<file path="src/rtl/so_pkg.sv">
// ---------------------------------------------------------------------------
// so_pkg
// Shared definitions for the OS-side loader blocks: the loader state
// encoding, default word/address/HD field widths and the instruction
// memory size. Imported by carregador_hd_mi and contador_trilha_setor.
// ---------------------------------------------------------------------------
package so_pkg;

  localparam int DATA_W      = 32;
  localparam int ADDR_W      = 6;
  localparam int SETOR_W     = 6;
  localparam int TRILHA_W    = 4;
  localparam int MI_PALAVRAS = 64;

  // Loader states: waiting, reading one HD word, writing it to the
  // instruction memory, and the one-cycle completion state.
  typedef enum logic [1:0] {
    IDLE    = 2'd0,
    LER     = 2'd1,
    ESCREVE = 2'd2,
    FIM     = 2'd3
  } estado_t;

endpackage : so_pkg

</file>
<file path="src/rtl/contador_trilha_setor.sv">
// ---------------------------------------------------------------------------
// contador_trilha_setor
// Loadable {trilha,setor} HD address register. Incrementing moves to the
// next sector; when the sector wraps to zero the track advances, and the
// track itself wraps silently.
//
// Ports:
//   clk           system clock
//   reset         asynchronous active-high reset, clears both fields
//   load_i        load trilha_ini_i/setor_ini_i (has priority over inc_i)
//   inc_i         advance to the next sector
//   trilha_ini_i  track value to load
//   setor_ini_i   sector value to load
//   trilha_o      current track (registered)
//   setor_o       current sector (registered)
// ---------------------------------------------------------------------------
module contador_trilha_setor #(
  parameter int TRILHA_W = so_pkg::TRILHA_W,
  parameter int SETOR_W  = so_pkg::SETOR_W
) (
  input  logic                clk,
  input  logic                reset,
  input  logic                load_i,
  input  logic                inc_i,
  input  logic [TRILHA_W-1:0] trilha_ini_i,
  input  logic [SETOR_W-1:0]  setor_ini_i,
  output logic [TRILHA_W-1:0] trilha_o,
  output logic [SETOR_W-1:0]  setor_o
);

  import so_pkg::*;

  logic [TRILHA_W-1:0] trilha_q, trilha_d;
  logic [SETOR_W-1:0]  setor_q,  setor_d;

  // Next address: load wins over increment; the track only moves when the
  // sector is about to roll over from its all-ones value.
  always_comb begin
    trilha_d = trilha_q;
    setor_d  = setor_q;
    if (load_i) begin
      trilha_d = trilha_ini_i;
      setor_d  = setor_ini_i;
    end else if (inc_i) begin
      setor_d = setor_q + SETOR_W'(1);
      if (setor_q == '1) begin
        trilha_d = trilha_q + TRILHA_W'(1);
      end
    end
  end

  // Address register.
  always_ff @(posedge clk or posedge reset) begin
    if (reset) begin
      trilha_q <= '0;
      setor_q  <= '0;
    end else begin
      trilha_q <= trilha_d;
      setor_q  <= setor_d;
    end
  end

  assign trilha_o = trilha_q;
  assign setor_o  = setor_q;

endmodule : contador_trilha_setor

</file>
<file path="src/rtl/carregador_hd_mi.sv">
// ---------------------------------------------------------------------------
// carregador_hd_mi
// Copies a block of words from the HD into instruction memory while the CPU
// is held. Each word takes HD_LAT cycles in LER (waiting for the HD read)
// followed by one ESCREVE cycle that writes it. A request that is empty or
// would run past the end of instruction memory is rejected with an erro
// pulse and causes no HD or memory activity.
//
// Ports:
//   clk           system clock
//   reset         asynchronous active-high reset
//   start         transfer request, sampled only in IDLE
//   trilha_ini    first HD track
//   setor_ini     first HD sector
//   dest_ini      first instruction-memory address
//   num_palavras  number of words, 0..64
//   hd_trilha     HD track address (registered)
//   hd_setor      HD sector address (registered)
//   hd_dado       HD read data, valid HD_LAT cycles after the address
//   mi_ender      instruction-memory write address
//   mi_dado       instruction-memory write data
//   mi_we         instruction-memory write enable
//   bloq_cpu      CPU hold, high in LER and ESCREVE
//   busy          high in every state except IDLE
//   done          one-cycle pulse when the transfer completes
//   erro          one-cycle pulse when a request is rejected
// ---------------------------------------------------------------------------
module carregador_hd_mi #(
  parameter int DATA_W   = so_pkg::DATA_W,
  parameter int ADDR_W   = so_pkg::ADDR_W,
  parameter int SETOR_W  = so_pkg::SETOR_W,
  parameter int TRILHA_W = so_pkg::TRILHA_W,
  parameter int HD_LAT   = 1
) (
  input  logic                clk,
  input  logic                reset,
  input  logic                start,
  input  logic [TRILHA_W-1:0] trilha_ini,
  input  logic [SETOR_W-1:0]  setor_ini,
  input  logic [ADDR_W-1:0]   dest_ini,
  input  logic [ADDR_W:0]     num_palavras,
  output logic [TRILHA_W-1:0] hd_trilha,
  output logic [SETOR_W-1:0]  hd_setor,
  input  logic [DATA_W-1:0]   hd_dado,
  output logic [ADDR_W-1:0]   mi_ender,
  output logic [DATA_W-1:0]   mi_dado,
  output logic                mi_we,
  output logic                bloq_cpu,
  output logic                busy,
  output logic                done,
  output logic                erro
);

  import so_pkg::*;

  // The wait counter needs at least one bit even when HD_LAT is 1.
  localparam int              WAIT_W   = (HD_LAT > 1) ? $clog2(HD_LAT) : 1;
  localparam logic [WAIT_W-1:0] WAIT_ULT = WAIT_W'(HD_LAT - 1);

  estado_t             state_q, state_d;
  logic [WAIT_W-1:0]   wait_q,  wait_d;
  logic [ADDR_W-1:0]   dest_q,  dest_d;
  logic [ADDR_W:0]     rem_q,   rem_d;
  logic [DATA_W-1:0]   buf_q,   buf_d;
  logic                erro_q,  erro_d;

  logic                cnt_load;
  logic                cnt_inc;
  logic                rejeita;
  logic [ADDR_W:0]     fim_bloco;

  // One past the last destination address; it may equal the memory size
  // exactly but must not exceed it. The sum fits in ADDR_W+1 bits.
  assign fim_bloco = {1'b0, dest_ini} + num_palavras;
  assign rejeita   = (num_palavras == '0) ||
                     (fim_bloco > (ADDR_W+1)'(MI_PALAVRAS));

  contador_trilha_setor #(
    .TRILHA_W (TRILHA_W),
    .SETOR_W  (SETOR_W)
  ) u_contador (
    .clk          (clk),
    .reset        (reset),
    .load_i       (cnt_load),
    .inc_i        (cnt_inc),
    .trilha_ini_i (trilha_ini),
    .setor_ini_i  (setor_ini),
    .trilha_o     (hd_trilha),
    .setor_o      (hd_setor)
  );

  // Next-state logic. The HD address advances at the end of each ESCREVE so
  // the following LER already presents the next sector; after the last word
  // it also advances, which is harmless because nothing reads it.
  always_comb begin
    state_d  = state_q;
    wait_d   = wait_q;
    dest_d   = dest_q;
    rem_d    = rem_q;
    buf_d    = buf_q;
    erro_d   = 1'b0;
    cnt_load = 1'b0;
    cnt_inc  = 1'b0;
    unique case (state_q)
      IDLE: begin
        if (start) begin
          if (rejeita) begin
            erro_d = 1'b1;
          end else begin
            cnt_load = 1'b1;
            dest_d   = dest_ini;
            rem_d    = num_palavras;
            wait_d   = '0;
            state_d  = LER;
          end
        end
      end
      LER: begin
        if (wait_q == WAIT_ULT) begin
          buf_d   = hd_dado;
          wait_d  = '0;
          state_d = ESCREVE;
        end else begin
          wait_d = wait_q + WAIT_W'(1);
        end
      end
      ESCREVE: begin
        dest_d  = dest_q + ADDR_W'(1);
        rem_d   = rem_q - (ADDR_W+1)'(1);
        cnt_inc = 1'b1;
        state_d = (rem_q == (ADDR_W+1)'(1)) ? FIM : LER;
      end
      FIM: begin
        state_d = IDLE;
      end
      default: begin
        state_d = IDLE;
      end
    endcase
  end

  // State and datapath registers.
  always_ff @(posedge clk or posedge reset) begin
    if (reset) begin
      state_q <= IDLE;
      wait_q  <= '0;
      dest_q  <= '0;
      rem_q   <= '0;
      buf_q   <= '0;
      erro_q  <= 1'b0;
    end else begin
      state_q <= state_d;
      wait_q  <= wait_d;
      dest_q  <= dest_d;
      rem_q   <= rem_d;
      buf_q   <= buf_d;
      erro_q  <= erro_d;
    end
  end

  // Control outputs decode the state directly so an asynchronous reset
  // drops the write enable and the CPU hold without waiting for a clock.
  assign mi_we    = (state_q == ESCREVE);
  assign mi_ender = dest_q;
  assign mi_dado  = buf_q;
  assign bloq_cpu = (state_q == LER) || (state_q == ESCREVE);
  assign busy     = (state_q != IDLE);
  assign done     = (state_q == FIM);
  assign erro     = erro_q;

endmodule : carregador_hd_mi

</file>
<file path="config.mk">
export PLATFORM = sky130hd
export DESIGN_NAME = carregador_hd_mi
export DESIGN_NICKNAME = d
export VERILOG_FILES = /design/src/rtl/so_pkg.sv /design/src/rtl/contador_trilha_setor.sv /design/src/rtl/carregador_hd_mi.sv
export SDC_FILE = /design/constraint.sdc
export NUM_CORES = 1
export LEC_CHECK = 0
export CORE_MARGIN = 8
export CORE_UTILIZATION = 45
export DETAILED_ROUTE_END_ITERATION = 16
export GPL_TIMING_DRIVEN = 0
export MAX_ROUTING_LAYER = met4
export PLACE_DENSITY = 0.83
export SKIP_CTS_REPAIR_TIMING = 1
export SLEW_MARGIN = 20
export SYNTH_ARGS = -nofsm -noshare
export SYNTH_HDL_FRONTEND = slang
export SYNTH_SLANG_ARGS = --single-unit
</file>
<file path="constraint.sdc">
create_clock -name clk -period 2.28 [get_ports clk]
set_input_delay 0.456 -clock clk [delete_from_list [all_inputs] [get_ports clk]]
set_output_delay 0.456 -clock clk [all_outputs]
set_load 0.03 [all_outputs]
</file>
==> flow_metrics.py, run 1 <==
metrics = {
    "run_status": {
        "status": "complete, but fails checks",
        "violations": "setup timing",
    },
    "timing": {
        "hold_violations": 0,
        "timing.final.ws_setup_ns": -0.189,
        "tns_ns": -2.87,
        "fin_skew_ns": 0.00595,
        "worstMarginPinSlew_ns": 0.717,
        "fmax_ghz": 0.405,
        "finalMaxSlewViolations": 0,
        "rsz0062_at_grt": "yes",
        "setup_viol": 25,
        "max_slew_margin_pct": 52.2,
        "period_needed_ns": 2.47,
        "timing.final.crit_share_pct": 108,
    },
    "grt": {
        "grt_use_met2_pct": 30.0,
        "met3_usage_pct": 4.83,
        "use_met1_pct": 22.0,
        "grt-ovfl-total": 0,
        "grt_max_degree": 59,
        "grt_busiest_layer": "met2",
        "grt_antenna_before_repair": 0,
        "grt_pass1_vias": 2924,
        "grt.total_usage_pct": 18.5,
        "grt_pass1_wl_microns": 14600,
    },
    "logic_synthesis": {
        "synth_top_family_by_area": "compound AO/OA/AOI/OAI gates",
        "synth-compound-area-share_pct": 17.1,
        "yosys.cell_count.top_type": "dfrtp_1",
        "yosys_warnings": 0,
        "synth_edf_count": 0,
        "ys_ff_latch": 58,
        "synth-async-reset-ratio_pct": 100,
        "synth_common_cells": "dfrtp_1, mux2_2, nor2_1",
        "synth_top_area_cell": "dfrtp_1",
        "avgSynthCellArea_sq_um": 10.9,
        "seq_area_frac_synth_pct": 44.6,
        "synthDistinctLibCells": 69,
        "syn_area_sq_um": 3250,
        "synthCells": 298,
        "yosys_most_used_dff": "dfrtp_1",
        "synth_xor_area_share_pct": 2.42,
        "synth_fa_ha_area_share_pct": 6.77,
        "synth.area.mux_share_pct": 12.9,
        "synth_top_area_share_pct": 44.6,
        "synth-simple-area-share_pct": 12.4,
        "synth.net_count": 373,
        "synth.top_cells.by_area": "dfrtp_1, mux2_2, ha_1",
    },
    "worst_setup_path": {
        "worst-path-buf-inv": 3,
        "critPathKind": "in2reg",
        "setup.worst_path.start_class": "input pin",
        "worstPathArrival_ns": 2.70,
        "end_kind": "register",
        "crit_family": "compound AO/OA/AOI/OAI gates",
        "crit_slowest_cell": "nor2_1",
        "cp_max_fo": 6,
        "crit_chain": "dlymetal6s2s_1 -> ha_4 -> nor2_1 -> a22o_1 -> nand3_4 -> a221oi_4 -> buf_6 -> buf_12 -> o21ai_4 -> a32o_2 -> a221oi_2",
        "max_stage_delay_ns": 0.31,
        "required_ns": 2.51,
        "r2r_slack_ns": -0.04,
    },
    "detailed_routing": {
        "avgViaCountPerCell": 5.50,
        "routed-via-count": 2989,
        "final_antenna_net_count": 0,
        "wl_per_cell_microns": 17.7,
        "drt_drc_violations_left": 0,
        "drt_first_pass_iters": 5,
        "first_iter_violations": 183,
        "postRouteWirelength_microns": 9630,
    },
    "placed_design": {
        "gp_congestion": 0.889,
        "hpwl_microns": 6950,
        "io_buffers": 110,
        "post_dp_cell_area_sq_um": 4620,
        "dp_slack_ns": -0.967,
    },
    "die": {
        "die_w_microns": 101,
        "placementRows": 31,
        "pin_count": 111,
        "initial_core_util_pct": 45.6,
        "core_area_sq_um": 7140,
        "die-height_microns": 101,
        "dieArea_sq_um": 10200,
    },
    "clock_network": {
        "htreeDepth": 3,
        "clk_latency_ns": 0.34,
        "clock_path_buffers": 2,
        "clock_sinks": 58,
        "tritoncts": "built",
        "clk_pin_slew_ns": 0.07,
        "root_buffer": "clkbuf_8",
        "cts_buffers": 9,
    },
    "cells_and_area": {
        "drive_gt1_share_pct": 31.8,
        "nFillCells": 480,
        "synthToLayoutAreaGrowth_pct": 60.1,
        "n_antenna_cell": 0,
        "nets": 514,
        "final_core_util_pct": 73.0,
        "fin_area_sq_um": 5210,
    },
    "flow_run": {
        "maxCapViolations": 0,
    },
    "power_and_ir_drop": {
        "p_leak_nw": 2.14,
        "vdd_drop_max_mv": 0.565,
        "p_per_area_nw_per_um2": 1400,
    },
    "worst_hold_path": {
        "min_path_type": "in2reg",
    },
}
[layer usage]
layer / up-vias / share of wire, %
li1: 1376 / -
met1: 1413 / 42
met2: 176 / 49
met3: 24 / 7.3
met4: 0 / 2.0
met5: - / 0
[tightest hold or removal path, stage by stage]
cell	delay, ns
clkbuf_2	0.14
inv_1	0.09
a221oi_2	0.06
[final timing paths]
path                            depth (start not counted)                 endpoint                     from
min in group asynchronous                               2   mi_dado[2]$_DFFE_PP0N_                    reset
worst max-delay path                                   11     rem_q[2]$_DFFE_PP0P_          num_palavras[3]
worst min register to register                          1  mi_dado[22]$_DFFE_PP0N_  mi_dado[22]$_DFFE_PP0N_
worst max register to register                          8  mi_ender[2]$_DFFE_PP0P_   state_q[0]$_DFFE_PP0P_
worst min-delay path                                    3     rem_q[4]$_DFFE_PP0P_          num_palavras[4]
max in group asynchronous                               2  mi_dado[31]$_DFFE_PP0N_                    reset
[power breakdown]
part           switching (W)  leakage [nW]  internal (W)  total, W
clock network       0.000453         0.106      0.000624   0.00108
logic                0.00234          1.36       0.00194   0.00429
registers           0.000384         0.677       0.00154   0.00193
total                0.00318          2.14       0.00411   0.00729
[sequential cells by signal, indices dropped and copies added (netlist names)]
| register | count |
|---|---|
| erro | 1 |
| mi_dado | 32 |
| mi_ender | 6 |
| rem_q | 7 |
| state_q | 2 |
| u_contador.setor_o | 6 |
| u_contador.trilha_o | 4 |
[cell type report]
class	instances	area (sq um)	area share [%]
multi-input cells	211	1990	38.2
clock inverters	7	101	1.94
well taps	99	124	2.38
plain buffers	13	71.3	1.37
repair buffers	129	1280	24.5
flip-flops and latches	58	1450	27.9
clock buffers	9	124	2.38
inverters	17	70.1	1.34
[cells by family after synthesis]
| family | count (synthesis) |
|---|---|
| buffers and inverters | 30 |
| AO/OA/AOI/OAI | 65 |
| multiplexers | 38 |
| flip-flops | 58 |
| XOR/XNOR | 9 |
| AND/OR/NAND/NOR | 81 |
| adder cells (fa/ha/maj) | 17 |
[per-stage QoR]
step | instances | power [W] | hold WS (ns)
after floorplan | 298 | 0.00447 | 0.483
after global placement | 507 | 0.00586 | 0.487
after global routing | 543 | 0.00770 | 0.444
final | 543 | 0.00729 | 0.445
after detailed placement | 507 | 0.00596 | 0.495
after CTS | 523 | 0.00706 | 0.511
[cell usage in the layout, fill, tap and decap left out, drive strengths merged, types with 3 or more instances in the layout]
master	synthesis	final
a211oi	3	3
a21oi	16	16
a221oi	5	5
and2	3	3
buf	5	29
clkbuf	8	20
clkdlybuf4s50	0	95
clkinvlp	0	3
dfrtp	58	58
dlymetal6s2s	0	7
ha	16	16
inv	16	18
mux2	32	32
mux2i	6	6
nand2	12	12
nand3	12	12
nand4	3	3
nor2	28	28
nor2b	4	4
nor3	4	4
o21ai	9	10
xnor2	3	3
xor2	6	6
Note: power is estimated with default switching activity, not from simulation.
==> inputs of run 2 (changes only) <==
CORE_UTILIZATION = 37   (was 45)
PLACE_DENSITY = 0.71   (was 0.83)
REMOVE_ABC_BUFFERS = 1   (was not set)
==> flow_metrics.py, run 2 (same netlist as run 1, synthesis figures left out) <==
metrics = {
    "placed_design": {
        "io_buffers": 110,
        "hpwl_microns": 6460,
        "gp_congestion": 0.837,
        "post_dp_cell_area_sq_um": 4460,
        "place_inst": 504,
    },
    "timing": {
        "worstMarginPinSlew_ns": 0.745,
        "hold_violations": 0,
        "tns_ns": -1.33,
        "fin_skew_ns": 0.0122,
        "setup_viol": 15,
        "rsz0062_at_grt": "yes",
        "timing.final.crit_share_pct": 108,
        "max_slew_margin_pct": 50.3,
        "fmax_ghz": 0.408,
        "finalMaxSlewViolations": 0,
        "timing.final.ws_setup_ns": -0.174,
        "period_needed_ns": 2.45,
    },
    "die": {
        "pin_count": 111,
        "core_area_sq_um": 8640,
        "die_w_microns": 110,
        "dieArea_sq_um": 12100,
        "die-height_microns": 110,
        "placementRows": 34,
        "initial_core_util_pct": 37.7,
    },
    "run_status": {
        "violations": "setup timing",
        "status": "complete, but fails checks",
    },
    "detailed_routing": {
        "postRouteWirelength_microns": 9790,
        "avgViaCountPerCell": 5.26,
        "wl_per_cell_microns": 17.8,
        "drt_first_pass_iters": 4,
        "routed-via-count": 2891,
        "drt_drc_violations_left": 0,
        "first_iter_violations": 176,
        "final_antenna_net_count": 0,
    },
    "worst_setup_path": {
        "worstPathArrival_ns": 2.69,
        "rr_worst_depth": 8,
        "crit_slowest_cell": "or4_4",
        "setup.worst_path.start_class": "input pin",
        "cp.depth": 10,
        "crit_family": "simple AND/OR/NAND/NOR gates",
        "required_ns": 2.51,
        "worst-path-buf-inv": 3,
        "max_stage_delay_ns": 0.54,
        "critPathKind": "in2reg",
        "crit_chain": "dlymetal6s2s_1 -> ha_4 -> nor2b_1 -> or4_4 -> a221oi_4 -> buf_6 -> o21ai_4 -> buf_6 -> mux2i_2 -> a221oi_2",
        "end_kind": "register",
        "crit_path_frequent_cell": "buf_6",
        "cp_max_fo": 7,
    },
    "cells_and_area": {
        "synthToLayoutAreaGrowth_pct": 63.7,
        "nets": 512,
        "multi_input_area_sq_um": 2060,
        "nFillCells": 677,
        "final_common_cell": "clkdlybuf4s50_1",
        "fin_area_sq_um": 5330,
        "final_core_util_pct": 61.7,
        "n_antenna_cell": 0,
        "largest_reg_flops": 32,
        "layout_common_cells": "clkdlybuf4s50_1, dfrtp_1, mux2_2",
        "seqCellArea_sq_um": 1450,
        "instances_no_fill": 550,
        "drive_gt1_share_pct": 34.6,
    },
    "clock_network": {
        "tritoncts": "built",
        "clk_pin_slew_ns": 0.07,
        "htreeDepth": 3,
        "cts_buffers": 9,
        "root_buffer": "clkbuf_8",
        "clk_latency_ns": 0.33,
        "clock_path_buffers": 2,
        "clock_sinks": 58,
    },
    "power_and_ir_drop": {
        "clockPowerShare_pct": 15.7,
        "power_w": 0.00742,
        "power_frac_comb_pct": 58.1,
        "p_int_w": 0.00427,
        "vdd_drop_max_mv": 0.545,
        "p_leak_nw": 2.16,
        "p_per_area_nw_per_um2": 1390,
        "p_sw_share_pct": 42.5,
        "p_switching_w": 0.00315,
        "sequentialPowerShare_pct": 26.2,
    },
    "worst_hold_path": {
        "min_path_type": "in2async",
    },
    "grt": {
        "grt_antenna_before_repair": 0,
        "grt-ovfl-total": 0,
        "grt_max_degree": 38,
        "grt_pass1_wl_microns": 13800,
        "grt.total_usage_pct": 15.0,
        "grt_pass1_vias": 2784,
    },
    "flow_run": {
        "maxCapViolations": 0,
    },
}
-- run 2: area by class of cell --
cell class	count	area share, %
Clock inverter	6	2.16
Sequential cell	58	27.2
Timing Repair Buffer	138	25.7
Inverter	17	1.32
Tap cell	108	2.54
Multi-Input combinational cell	213	38.7
Clock buffer	10	2.40
-- run 2: per-stage QoR --
step,hold WS [ns],setup WS [ns]
finish,0.440,-0.174
global route,0.451,-0.240
CTS,0.439,-1.34
detailed placement,0.494,-1.69
global placement,0.488,-1.64
floorplan,0.483,-0.624
-- run 2: worst paths after layout --
check	start	end	slack [ns]
max in group asynchronous	reset	state_q[1]$_DFFE_PP0P_	1.36
max	dest_ini[3]	rem_q[2]$_DFFE_PP0P_	-0.17
min	reset	mi_dado[14]$_DFFE_PP0N_	0.44
min in group clk	num_palavras[4]	rem_q[4]$_DFFE_PP0P_	0.46
min reg2reg	mi_dado[20]$_DFFE_PP0N_	mi_dado[20]$_DFFE_PP0N_	0.51
max reg2reg	state_q[0]$_DFFE_PP0P_	rem_q[2]$_DFFE_PP0P_	-0.08
-- run 2: metal layers --
| metal | share of wire, % | routed length (microns) | GRT usage, % |
|---|---|---|---|
| met4 | 0.37 | 36 | 5.21 |
| met3 | 7.6 | 742 | 4.04 |
| met1 | 47 | 4560 | 19.4 |
| met5 | 0 | 0 | - |
| met2 | 45 | 4450 | 21.9 |
-- run 2: power by group through the flow --
stage	registers, W	logic (W)	clock network (W)
floorplan	0.00274	0.00160	0
detailed placement	0.00195	0.00387	0
CTS	0.00193	0.00388	0.00119
finish	0.00194	0.00431	0.00116
global placement	0.00192	0.00380	0
global route	0.00203	0.00459	0.00123
-- run 2: worst reg2reg max path, cell delays in order, from the launching register on --
cell	delay, ns
dfrtp_1	0.43
inv_1	0.20
ha_4	0.31
nand2_1	0.25
nor2_4	0.34
o21ai_4	0.20
buf_6	0.17
mux2i_2	0.14
a221oi_2	0.24
